[src/rtl/regf_reader_pkg.sv]
// -----------------------------------------------------------------------------
// regf_reader_pkg
// Shared constants and types for the register-file read-out engine:
//   N_REGS, WIDTH, ADDR_W  - geometry of the 4x8 register file
//   state_e                - FSM state encoding (IDLE=0, READ=1, SEND=2, DONE=3)
//   addr_inc()             - wrapping address increment modulo N_REGS
// -----------------------------------------------------------------------------
package regf_reader_pkg;

    localparam int N_REGS = 4;
    localparam int WIDTH  = 8;
    localparam int ADDR_W = 2;

    typedef enum logic [1:0] {
        ST_IDLE = 2'd0,
        ST_READ = 2'd1,
        ST_SEND = 2'd2,
        ST_DONE = 2'd3
    } state_e;

    // The explicit compare keeps the wrap correct should N_REGS ever stop
    // being a power of two.
    function automatic logic [ADDR_W-1:0] addr_inc(input logic [ADDR_W-1:0] a);
        if (a == ADDR_W'(N_REGS - 1)) begin
            return '0;
        end
        return a + ADDR_W'(1);
    endfunction

endpackage

[src/rtl/regf_reader_if.sv]
// -----------------------------------------------------------------------------
// regf_reader_if
// Byte stream carrying the read-out data from regf_reader to its sink.
//   out_data  - streamed byte
//   out_valid - out_data valid
//   out_ready - sink accepts when high with out_valid at a rising edge
//   out_last  - marks the final byte of a burst
// Modports: master (stream source, regf_reader), slave (stream sink).
// -----------------------------------------------------------------------------
interface regf_reader_if;
    import regf_reader_pkg::*;

    logic [WIDTH-1:0] out_data;
    logic             out_valid;
    logic             out_ready;
    logic             out_last;

    modport master (
        output out_data,
        output out_valid,
        output out_last,
        input  out_ready
    );

    modport slave (
        input  out_data,
        input  out_valid,
        input  out_last,
        output out_ready
    );

endinterface

[src/rtl/regf_reader.sv]
// -----------------------------------------------------------------------------
// regf_reader
// Sequenced read-out engine for the 4x8 register file. A start pulse walks the
// file's read address over a contiguous, wrapping range; each byte is captured
// and streamed out with a last marker while an 8-bit checksum accumulates.
//
// Ports:
//   clk        - rising-edge clock
//   rst_b      - asynchronous active-low reset
//   start      - request a read-out (sampled only in IDLE)
//   first_addr - first register to read
//   len_m1     - number of registers to read minus one
//   rd_addr    - registered read address to the register file
//   rd_data    - combinational read data from the register file
//   out_if     - byte stream (master side)
//   busy       - high in every state except IDLE
//   done       - one-cycle pulse after the last byte is accepted
//   checksum   - sum mod 256 of bytes accepted in the current/last burst
//
// state | meaning
// IDLE  | waiting for start; checksum holds the previous burst's result
// READ  | one cycle: rd_addr is stable, rd_data is captured into out_data
// SEND  | out_valid held until the sink accepts; then next byte or DONE
// DONE  | one-cycle done pulse, back to IDLE
// -----------------------------------------------------------------------------
module regf_reader
    import regf_reader_pkg::*;
(
    input  logic              clk,
    input  logic              rst_b,
    input  logic              start,
    input  logic [ADDR_W-1:0] first_addr,
    input  logic [ADDR_W-1:0] len_m1,
    output logic [ADDR_W-1:0] rd_addr,
    input  logic [WIDTH-1:0]  rd_data,
    regf_reader_if.master     out_if,
    output logic              busy,
    output logic              done,
    output logic [WIDTH-1:0]  checksum
);

    state_e            state_q, state_d;
    logic [ADDR_W-1:0] addr_q, addr_d;
    logic [ADDR_W-1:0] rem_q, rem_d;
    logic [WIDTH-1:0]  data_q, data_d;
    logic              valid_q, valid_d;
    logic              last_q, last_d;
    logic [WIDTH-1:0]  csum_q, csum_d;
    logic              hs;

    assign hs = valid_q & out_if.out_ready;

    // State register
    always_ff @(posedge clk or negedge rst_b) begin
        if (!rst_b) begin
            state_q <= ST_IDLE;
        end else begin
            state_q <= state_d;
        end
    end

    // Next-state logic
    always_comb begin
        state_d = state_q;
        unique case (state_q)
            ST_IDLE: if (start) state_d = ST_READ;
            ST_READ: state_d = ST_SEND;
            ST_SEND: if (hs) state_d = last_q ? ST_DONE : ST_READ;
            ST_DONE: state_d = ST_IDLE;
            default: state_d = ST_IDLE;
        endcase
    end

    // Output logic
    always_comb begin
        busy = (state_q != ST_IDLE);
        done = (state_q == ST_DONE);
    end

    // Address/remaining counters and stream registers beside the FSM
    always_comb begin
        addr_d  = addr_q;
        rem_d   = rem_q;
        data_d  = data_q;
        valid_d = valid_q;
        last_d  = last_q;
        csum_d  = csum_q;
        unique case (state_q)
            ST_IDLE: begin
                if (start) begin
                    addr_d = first_addr;
                    rem_d  = len_m1;
                    csum_d = '0;
                end
            end
            ST_READ: begin
                data_d  = rd_data;
                valid_d = 1'b1;
                last_d  = (rem_q == '0);
            end
            ST_SEND: begin
                if (hs) begin
                    csum_d  = csum_q + data_q;
                    valid_d = 1'b0;
                    last_d  = 1'b0;
                    // The address only advances when another byte follows, so
                    // rd_addr keeps pointing at the final register after a burst.
                    if (!last_q) begin
                        addr_d = addr_inc(addr_q);
                        rem_d  = rem_q - ADDR_W'(1);
                    end
                end
            end
            default: ;
        endcase
    end

    always_ff @(posedge clk or negedge rst_b) begin
        if (!rst_b) begin
            addr_q  <= '0;
            rem_q   <= '0;
            data_q  <= '0;
            valid_q <= 1'b0;
            last_q  <= 1'b0;
            csum_q  <= '0;
        end else begin
            addr_q  <= addr_d;
            rem_q   <= rem_d;
            data_q  <= data_d;
            valid_q <= valid_d;
            last_q  <= last_d;
            csum_q  <= csum_d;
        end
    end

    assign rd_addr          = addr_q;
    assign checksum         = csum_q;
    assign out_if.out_data  = data_q;
    assign out_if.out_valid = valid_q;
    assign out_if.out_last  = last_q;

endmodule

[src/flat_wrapper.sv]
// flat-port wrapper written by rule: the top's interface ports become plain ports
module regf_reader_flat import regf_reader_pkg::*;
  (clk, rst_b, start, first_addr, len_m1, rd_addr, rd_data, busy, done, checksum, out_if_out_data, out_if_out_valid, out_if_out_last, out_if_out_ready);
  regf_reader_if out_if_i ();
  input  logic clk;
  input  logic rst_b;
  input  logic start;
  input  logic [ADDR_W-1:0] first_addr;
  input  logic [ADDR_W-1:0] len_m1;
  output logic [ADDR_W-1:0] rd_addr;
  input  logic [WIDTH-1:0] rd_data;
  output logic busy;
  output logic done;
  output logic [WIDTH-1:0] checksum;
  output wire logic [$bits(out_if_i.out_data)-1:0] out_if_out_data;
  output wire logic [$bits(out_if_i.out_valid)-1:0] out_if_out_valid;
  output wire logic [$bits(out_if_i.out_last)-1:0] out_if_out_last;
  input wire logic [$bits(out_if_i.out_ready)-1:0] out_if_out_ready;
  assign out_if_out_data = out_if_i.out_data;
  assign out_if_out_valid = out_if_i.out_valid;
  assign out_if_out_last = out_if_i.out_last;
  assign out_if_i.out_ready = out_if_out_ready;
  regf_reader u_core (.clk(clk), .rst_b(rst_b), .start(start), .first_addr(first_addr), .len_m1(len_m1), .rd_addr(rd_addr), .rd_data(rd_data), .out_if(out_if_i), .busy(busy), .done(done), .checksum(checksum));
endmodule
[config.mk]
export PLATFORM = sky130hd
export DESIGN_NAME = regf_reader_flat
export DESIGN_NICKNAME = d
export VERILOG_FILES = /design/src/rtl/regf_reader_pkg.sv /design/src/rtl/regf_reader_if.sv /design/src/rtl/regf_reader.sv /design/src/flat_wrapper.sv
export SDC_FILE = /design/constraint.sdc
export NUM_CORES = 1
export LEC_CHECK = 0
export ABC_AREA = 1
export CAP_MARGIN = 20
export CORE_MARGIN = 10
export CORE_UTILIZATION = 35
export DETAILED_ROUTE_END_ITERATION = 10
export GPL_TIMING_DRIVEN = 0
export MAX_ROUTING_LAYER = met4
export PLACE_DENSITY = 0.68
export SKIP_CTS_REPAIR_TIMING = 1
export SLEW_MARGIN = 20
export SYNTH_ARGS = -nofsm -noshare
export SYNTH_HDL_FRONTEND = slang
export SYNTH_SLANG_ARGS = --single-unit
[constraint.sdc]
create_clock -name clk -period 1.7 [get_ports clk]
set_clock_uncertainty 0.2 [all_clocks]
set_input_delay 0.34 -clock clk [delete_from_list [all_inputs] [get_ports clk]]
set_output_delay 0.34 -clock clk [all_outputs]
set_load 0.01 [all_outputs]
# Word level (Yosys, flattened, before mapping)
# Cells that the tools add are included.
# W data, S select, Z words.
# word_totals
ff_bits	24
in_bits	16
out_inout_bits	22
word_cells	51
# op_classes
n_addsub	3
eq_ne	7
mux	24
bitwise_logic	1
n_reduce_logical	9
# ops
op	count
$mux W2	11
$mux W8	2
$pmux W8 S2	1
$add A8 B8 Y8	1
$pmux W2 S2	2
$pmux W2 S4	1
$eq A2 B2 Y1 const B	3
$reduce_bool A2 Y1	3
$mux W1	5
$logic_not A2 Y1	2
$ne A2 B2 Y1 const B	2
$pmux W1 S2	2
$reduce_and A2 Y1	2
$reduce_and A4 Y1	1
$reduce_and A3 Y1	1
$add A2 B1 Y2 const B	1
$eq A2 B1 Y1 const B	1
$ne A2 B1 Y1 const B	1
$sub A2 B1 Y2 const B	1
$and A1 B1 Y1	1

# Depth between registers and ports, before layout
# depth
ltp_word	9
ltp_mapped	9
mapped_depth_nobuf	9

# Worst setup path after synthesis
# OpenSTA, ideal clock, no wires.
# synth_timing
path_type	register to register
from	register u_core.data_q[0], in the netlist u_core.out_if.out_data[0]
to	register u_core.csum_q[6], in the netlist u_core.checksum[6]
setup_ns	0.117
arrival_ns	1.434
t_required_ns	1.383
setup_slack_ns	-0.052
stages_incl_launch_ff	9
path_buffers	0
synth_period_minus_slack_ns	1.752
cell_sequence	dfrtp_1 > ha_1 > fa_1 > nand2_1 > nand2_1 > nand3b_1 > nand3b_1 > nand3_1 > nand2_1
# synth_between
elab_chain_len	3
# synth_lines
element	line	source
start: declaration	regf_reader.sv:45	logic [WIDTH-1:0] data_q, data_d;
start signal: assignment	regf_reader.sv:129	data_q <= data_d;
$add A8 B8 Y8	regf_reader.sv:103	csum_d = csum_q + data_q;
$mux W8	regf_reader.sv:102	if (hs) begin
$pmux W8 S2	regf_reader.sv:88	unique case (state_q)
end signal: assignment	regf_reader.sv:132	csum_q <= csum_d;
end: declaration	regf_reader.sv:48	logic [WIDTH-1:0] csum_q, csum_d;
# Every way passes these cells. The select of a mux whose other input is x is not followed.
# A chain may end at the register's enable or synchronous reset.

# Final worst setup path
# layout_timing
from	register u_core.csum_q[0], in the netlist u_core.checksum[0]
to	register u_core.csum_q[6], in the netlist u_core.checksum[6]
# layout_between
elab_chain_len	3
# layout_lines
element	line
$add A8 B8 Y8	regf_reader.sv:103
$mux W8	regf_reader.sv:102
$pmux W8 S2	regf_reader.sv:88
# Every way passes these cells. The select of a mux whose other input is x is not followed.

==> results_dict.tcl <==
set metrics [dict create \
    post-route-min-period_ns 1.72 \
    finalNetCount 217 \
    post_drt_via_cell_ratio 4.66 \
    cts_sinks 24 \
    vias 1104 \
    utilization_pct 52.0 \
    synthSimpleGateAreaFrac_pct 24.6 \
    critPathLaunch "u_core.checksum[0]" \
    dpl_cell_area_sq_um 1750 \
    relSlewSlack_pct 64.7 \
    worstHoldStart "u_core.rem_q[1]" \
    synth-compound-area-share_pct 7.21 \
    seq_area_frac_synth_pct 45.5 \
    cts_tree "yes" \
    netlist_instances 145 \
    synth_largest_area_cell "dfrtp_1" \
    hold_path.class "reg -> reg" \
    p_per_area_nw_per_um2 1760 \
    worstMarginPinSlew_ns 0.529 \
    synthToLayoutAreaGrowth_pct 44.3 \
    hold_viol 0 \
    grt_pass1_wl_microns 4910 \
    drv_slew 0 \
    core_sq_um 3660 \
    grt_pass1_vias 1116 \
    violations "negative setup slack" \
    cts-root-buf "clkbuf_8" \
    cp-start-kind "register" \
    num_io_pins 38 \
    place_inst 230 \
    syn_area_sq_um 1320 \
    numCtsBuffers 3 \
    critPathArrivalTime_ns 1.68 \
    leakagePower_nw 1.17 \
    critical_path.top_delay_family "adder cells" \
    stdcell_area_sq_um 1900 \
    finalCritPeriodShare_pct 101 \
    fp.dieW_microns 81.4 \
    synth_seq_cells 24 \
    ir_drop_mv 0.762 \
    ys_top_cells_by_area "dfrtp_1 (46%), nand2_1 (13%), ha_1 (8.5%)" \
    worst_slack_ns -0.0212 \
    htreeDepth 1 \
    cts_buffer_depth 2 \
    gp_congestion 0.842 \
    rsz0062_at_grt "yes" \
    place_hpwl_microns 2400 \
    path_max_fanout 3 \
    synth_xor_area_share_pct 0.664 \
    grt_max_degree 25 \
    cpMaxStageDelayCell "dfrtp_1" \
    syn_nets 171 \
    timing.rr.start "u_core.checksum[0]" \
    grt_overflow 0 \
    clock.fmax_ghz 0.581 \
    dieArea_sq_um 6620 \
    drive_above_1_share_pct 18.5 \
    crit_buf_inv 0 \
    power.total_mw 3.35 \
    crit_chain "ha_2, fa_2, nand2_2, nand2_2, nand3b_1, nand3b_1, nand3_1, nand2_1" \
    clkLatencyLatePin_ns 0.26 \
    grt_antenna_before_repair 0 \
    wire_per_inst_microns 13.1 \
    die_h_microns 81.4 \
    ant_nets 0 \
    r2r_slack_ns -0.02 \
    setup_viol 1 \
    placementRows 22 \
    layout.cells.non_filler 237 \
    cpPeakStageDelay_ns 0.40 \
    dpl_worst_slack_ns -0.188 \
    end_kind "register" \
    wl_microns 3110 \
    track_usage_pct 9.65 \
    worstSetupPathType "reg -> reg" \
    yosys_warnings 0 \
    port_buffers 37 \
    start_util_pct 36.0 \
    drc 0 \
    synth-adder-area-share_pct 10.1 \
    nFillCells 337 \
    synth_mux_area_share_pct 7.59 \
    clkSlewWorstSetupHoldPaths_ns 0.08 \
    status "finished with violations" \
    yosys.cell_types.count 21 \
    cap_violations 0 \
    cp.required_ns 1.66 \
    drtPass1Iterations 4 \
    synth_top_family_by_area "simple AND/OR/NAND/NOR gates" \
    drt_iter0_markers 40 \
    final_common_cell "nand2_1" \
    netlist.area_leader.share_pct 45.5 \
    n_antenna_cell 0 \
    synth.avg_cell_area_sq_um 9.09 \
    mostFrequentLayoutCells "nand2_1 (42), dlymetal6s2s_1 (22), dfrtp_1 (21)" \
]
## where the power goes
group / switching (mW) / leakage (nW) / internal (mW)
clock network: 0.171 / 0.0216 / 0.158
registers: 0.243 / 0.295 / 0.839
logic: 0.979 / 0.856 / 0.963
## state kept, by name, summed over array words and instances, names as in the netlist
name and cells:
u_core.rd_addr 2, u_core.rem_q 2, u_core.out_if.out_data 8, u_core.out_if.out_valid 1, u_core.state_q 2, u_core.out_if.out_last 1
u_core.checksum 8
## cell families (layout without fill, tap and decap cells)
kind of cell,after synthesis,in the layout
AOI/OAI and AO/OA,17,17
xor gates and xnor gates,1,1
adders and majority gates,10,10
buffers and inverters,15,59
DFF,24,24
muxes,9,9
and+or+nand+nor,69,69
## through the flow
step                      hold slack [ns]  setup TNS [ns]
final                               0.309         -0.0212
after global routing                0.353          -0.272
after CTS                           0.305           -1.97
after detailed placement            0.286           -4.61
after global placement              0.269           -4.38
after floorplan                    -0.156               0
## tightest hold or removal path: stages (launching register included)
cell,delay [ns]
dfrtp_1,0.35
nand2_1,0.05
o21ai_0,0.07
## synth_stat cells (all sizes together)
library cell / count
mux2: 8
nor2: 5
ha: 9
or2: 2
mux2i: 1
xor2: 1
a21oi: 6
a22o: 2
o21ai: 9
inv: 14
nand3b: 2
buf: 1
nand3: 14
dfrtp: 24
fa: 1
nand2: 46
## area by class of cell
class	count	area, sq um	share of cell area (%)
plain buffers	1	5.00	0.263
clock buffers	3	41.3	2.17
inverters	14	52.6	2.76
multi-input cells	106	687	36.1
flip-flops and latches	24	604	31.8
well taps	48	60.1	3.16
repair buffers	41	453	23.8
## per-layer routing
metal / track usage (%) / share of wire [%]
met5: - / 0
met2: 16.2 / 48
met3: 3.53 / 4.5
met1: 10.3 / 47
met4: 3.11 / 1.1
## worst paths after layout
check / endpoint / depth (start not counted)
hold / removal: u_core.rem_q[1] / 2
setup reg to reg: u_core.checksum[6] / 8
setup / recovery: u_core.checksum[6] / 8
hold reg to reg: u_core.rem_q[1] / 2
max in group asynchronous: u_core.out_if.out_data[1] / 2
min in group asynchronous: u_core.out_if.out_data[4] / 2
No activity file was read; power rests on OpenSTA's default activity.
==> patch: new RTL, config.mk and constraints unchanged <==
Set the package constant `ADDR_W` to 3 (it was 2).
--- a/src/rtl/regf_reader_pkg.sv
+++ b/src/rtl/regf_reader_pkg.sv
@@ -9,7 +9,7 @@
 
     localparam int N_REGS = 4;
     localparam int WIDTH  = 8;
-    localparam int ADDR_W = 2;
+    localparam int ADDR_W = 3;
 
     typedef enum logic [1:0] {
         ST_IDLE = 2'd0,
Ports: changed (resized first_addr, len_m1 and rd_addr); port bits go from 38 to 41. The function was not compared with the original's and may differ.
==> patch against the original RTL <==
Hold slack gained 0.0016 ns; total power grew 25%; core utilization is essentially flat; sequential cell count increased by 2; largest cell class unchanged; clock power grew 59%; design area is 18% higher; highest routed layer unchanged; routed wire length is 17% higher; synthesized area is 17% higher; worst setup slack lost 0.0023 ns; the run still ends with negative setup slack left.
==> patch: results (changes against the original RTL) <==
- Run status: finished with violations (unchanged)
- Violated checks: negative setup slack (unchanged)
- Syn nets: 204 (was 171)
- Crit path from: u_core.checksum[0]$_DFFE_PN0P_ (unchanged)
- Fin worst setup slack: -0.02345 ns (was -0.02119 ns)
- Fillers: 412 (was 337)
- WHS: 0.3101 ns (was 0.3085 ns)
- Vias in the first global route: 1303 (was 1116)
- Async set-reset flop share out of synthesis: 1.000 (unchanged)
- Cells after Synth: 175 (was 145)
- Initial antenna violation count: 0 (unchanged)
- Critical path arrival: 1.70 ns (was 1.68 ns)
- CTS Buffer Depth: 2 (unchanged)
- Final wirelength: 3652 um (was 3112 um)
- Endpoint, Worst Hold: u_core.rd_addr[2]$_DFFE_PN0P_ (was u_core.rem_q[1]$_DFFE_PN0P_)
- Final setup viols: 1 (unchanged)
- Hold path start: u_core.rd_addr[2]$_DFFE_PN0P_ (was u_core.rem_q[1]$_DFFE_PN0P_)
- Distinct cells, synth: 27 (was 21)
- Pre-CTS setup slack: -0.09737 ns (was -0.1883 ns)
- Placed Cells: 267 (was 230)
- CTS Buf Count: 3 (unchanged)
- Post-synthesis sequential area ratio: 0.4214 (was 0.4554)
- Post-DP HPWL: 2644 um (was 2397 um)
- First-pass GRT wire length: 5761 um (was 4905 um)
- Port buffer count: 40 (was 37)
- Final #Nets: 258 (was 217)
- Via/cell ratio: 4.618 (was 4.658)
- Top cells by count, synth: 57 x nand2_1, 26 x dfrtp_1, 18 x inv_1, 11 x nand3_1, 10 x ha_1 (was 44 x nand2_1, 24 x dfrtp_1, 13 x nand3_1, 12 x inv_1, 9 x ha_1)
- Worst skew pair latency: between 0.2 and 0.3 ns
- Worst reg-to-reg path cell count: 8 (unchanged)
- Share of layout cells above drive strength 1: 0.2149 (was 0.1852)
- Ranking of synthesized cells by area: dfrtp_1 42%, nand2_1 14%, ha_1 8.1%, mux2_2 5.8%, inv_1 4.4% (was dfrtp_1 46%, nand2_1 13%, ha_1 8.5%, mux2_2 6.8%, nand3_1 4.9%)
- Worst-path clk slew: 0.10 ns (was 0.08 ns)
- Pin count of the biggest net entering global routing: 27 (was 25)
- Crit Path Max Fanout: 3 (unchanged)
- VDD IR-drop max: 0.5449 mV (was 0.7620 mV)
- GPL Wtd Cong: 0.7660 (was 0.8424)
- Slew of the pin with the lowest slew margin: 0.6012 ns (was 0.5291 ns)
- Worst hold path stage count: 2 (unchanged)
- Worst min-delay path class: reg2reg (unchanged)
- Gr usage total: 0.09490 (was 0.09653)
- R2r startpoint: u_core.checksum[0]$_DFFE_PN0P_ (unchanged)
- # diodes: 0 (unchanged)
- Leakage: 1.360 nW (was 1.173 nW)
- NetSw: 0.001733 W (was 0.001394 W)
- Critical Path End: u_core.checksum[6]$_DFFE_PN0P_ (unchanged)
- DRT iter0 DRCs: 46 (was 40)
- H-tree level count: 1 (unchanged)
- Pre-antenna DRT Iters: 4 (unchanged)
- Final Non-Filler Cells: 280 (was 237)
==> patch: kinds of logic after synthesis <==
group,after synthesis,synth area share
flip-flops,26,0.4214
adder cells (fa/ha/maj),11,0.09400
buffers and inverters,26,0.07779
AO/OA/AOI/OAI,19,0.07293
AND/OR/NAND/NOR,84,0.2699
XOR/XNOR,1,0.005674
multiplexers,8,0.05835
==> patch: critical path: stages, from the launching register on <==
cell and delay, ns:
dfrtp_1 0.41, ha_2 0.21, fa_2 0.35, nand2_2 0.08
nand2_2 0.06, nand3b_1 0.10, nand3_1 0.07, nand3_1 0.08
nand2_1 0.05
==> patch: cell type report <==
cell class                 instances  area (um^2)  share of cell area
buffer                             3        31.28             0.01392
clock buffer                       3        41.29             0.01837
clock inverter                     1        30.03             0.01336
inverter                          23        88.84             0.03953
multi-input combinational        123        814.5              0.3625
sequential                        26        653.1              0.2906
tap                               52        65.06             0.02895
timing repair buffer              49        523.0              0.2327
==> patch: stage by stage <==
stage          cell area (um^2)  power, W  utilization  TNS (ns)
2_1_floorplan              1549  0.002688            -         0
3_3_place_gp               2014  0.003506       0.4659    -8.555
3_5_place_dp               2009  0.003560       0.4647   -0.7511
4_1_cts                    2081  0.004101       0.4812    -2.242
5_1_grt                    2247  0.004622       0.5197   -0.5256
6_report                   2247  0.004184       0.5197  -0.02345
==> patch: metal layers <==
metal	global-route usage	part of all wire	wire [um]
met1	0.1082	0.45	1634
met2	0.1604	0.51	1851
met3	0.02158	0.040	147
met4	0.03093	0.0049	18
met5	-	0	0
==> patch: power groups by stage <==
stage	clock network, W	registers (W)	logic, W
final	0.000525	0.00114	0.00252
after global routing	0.000568	0.00118	0.00287
after CTS	0.000536	0.00116	0.00241
after detailed placement	0	0.00117	0.00239
after global placement	0	0.00116	0.00235
after floorplan	0	0.00123	0.00146
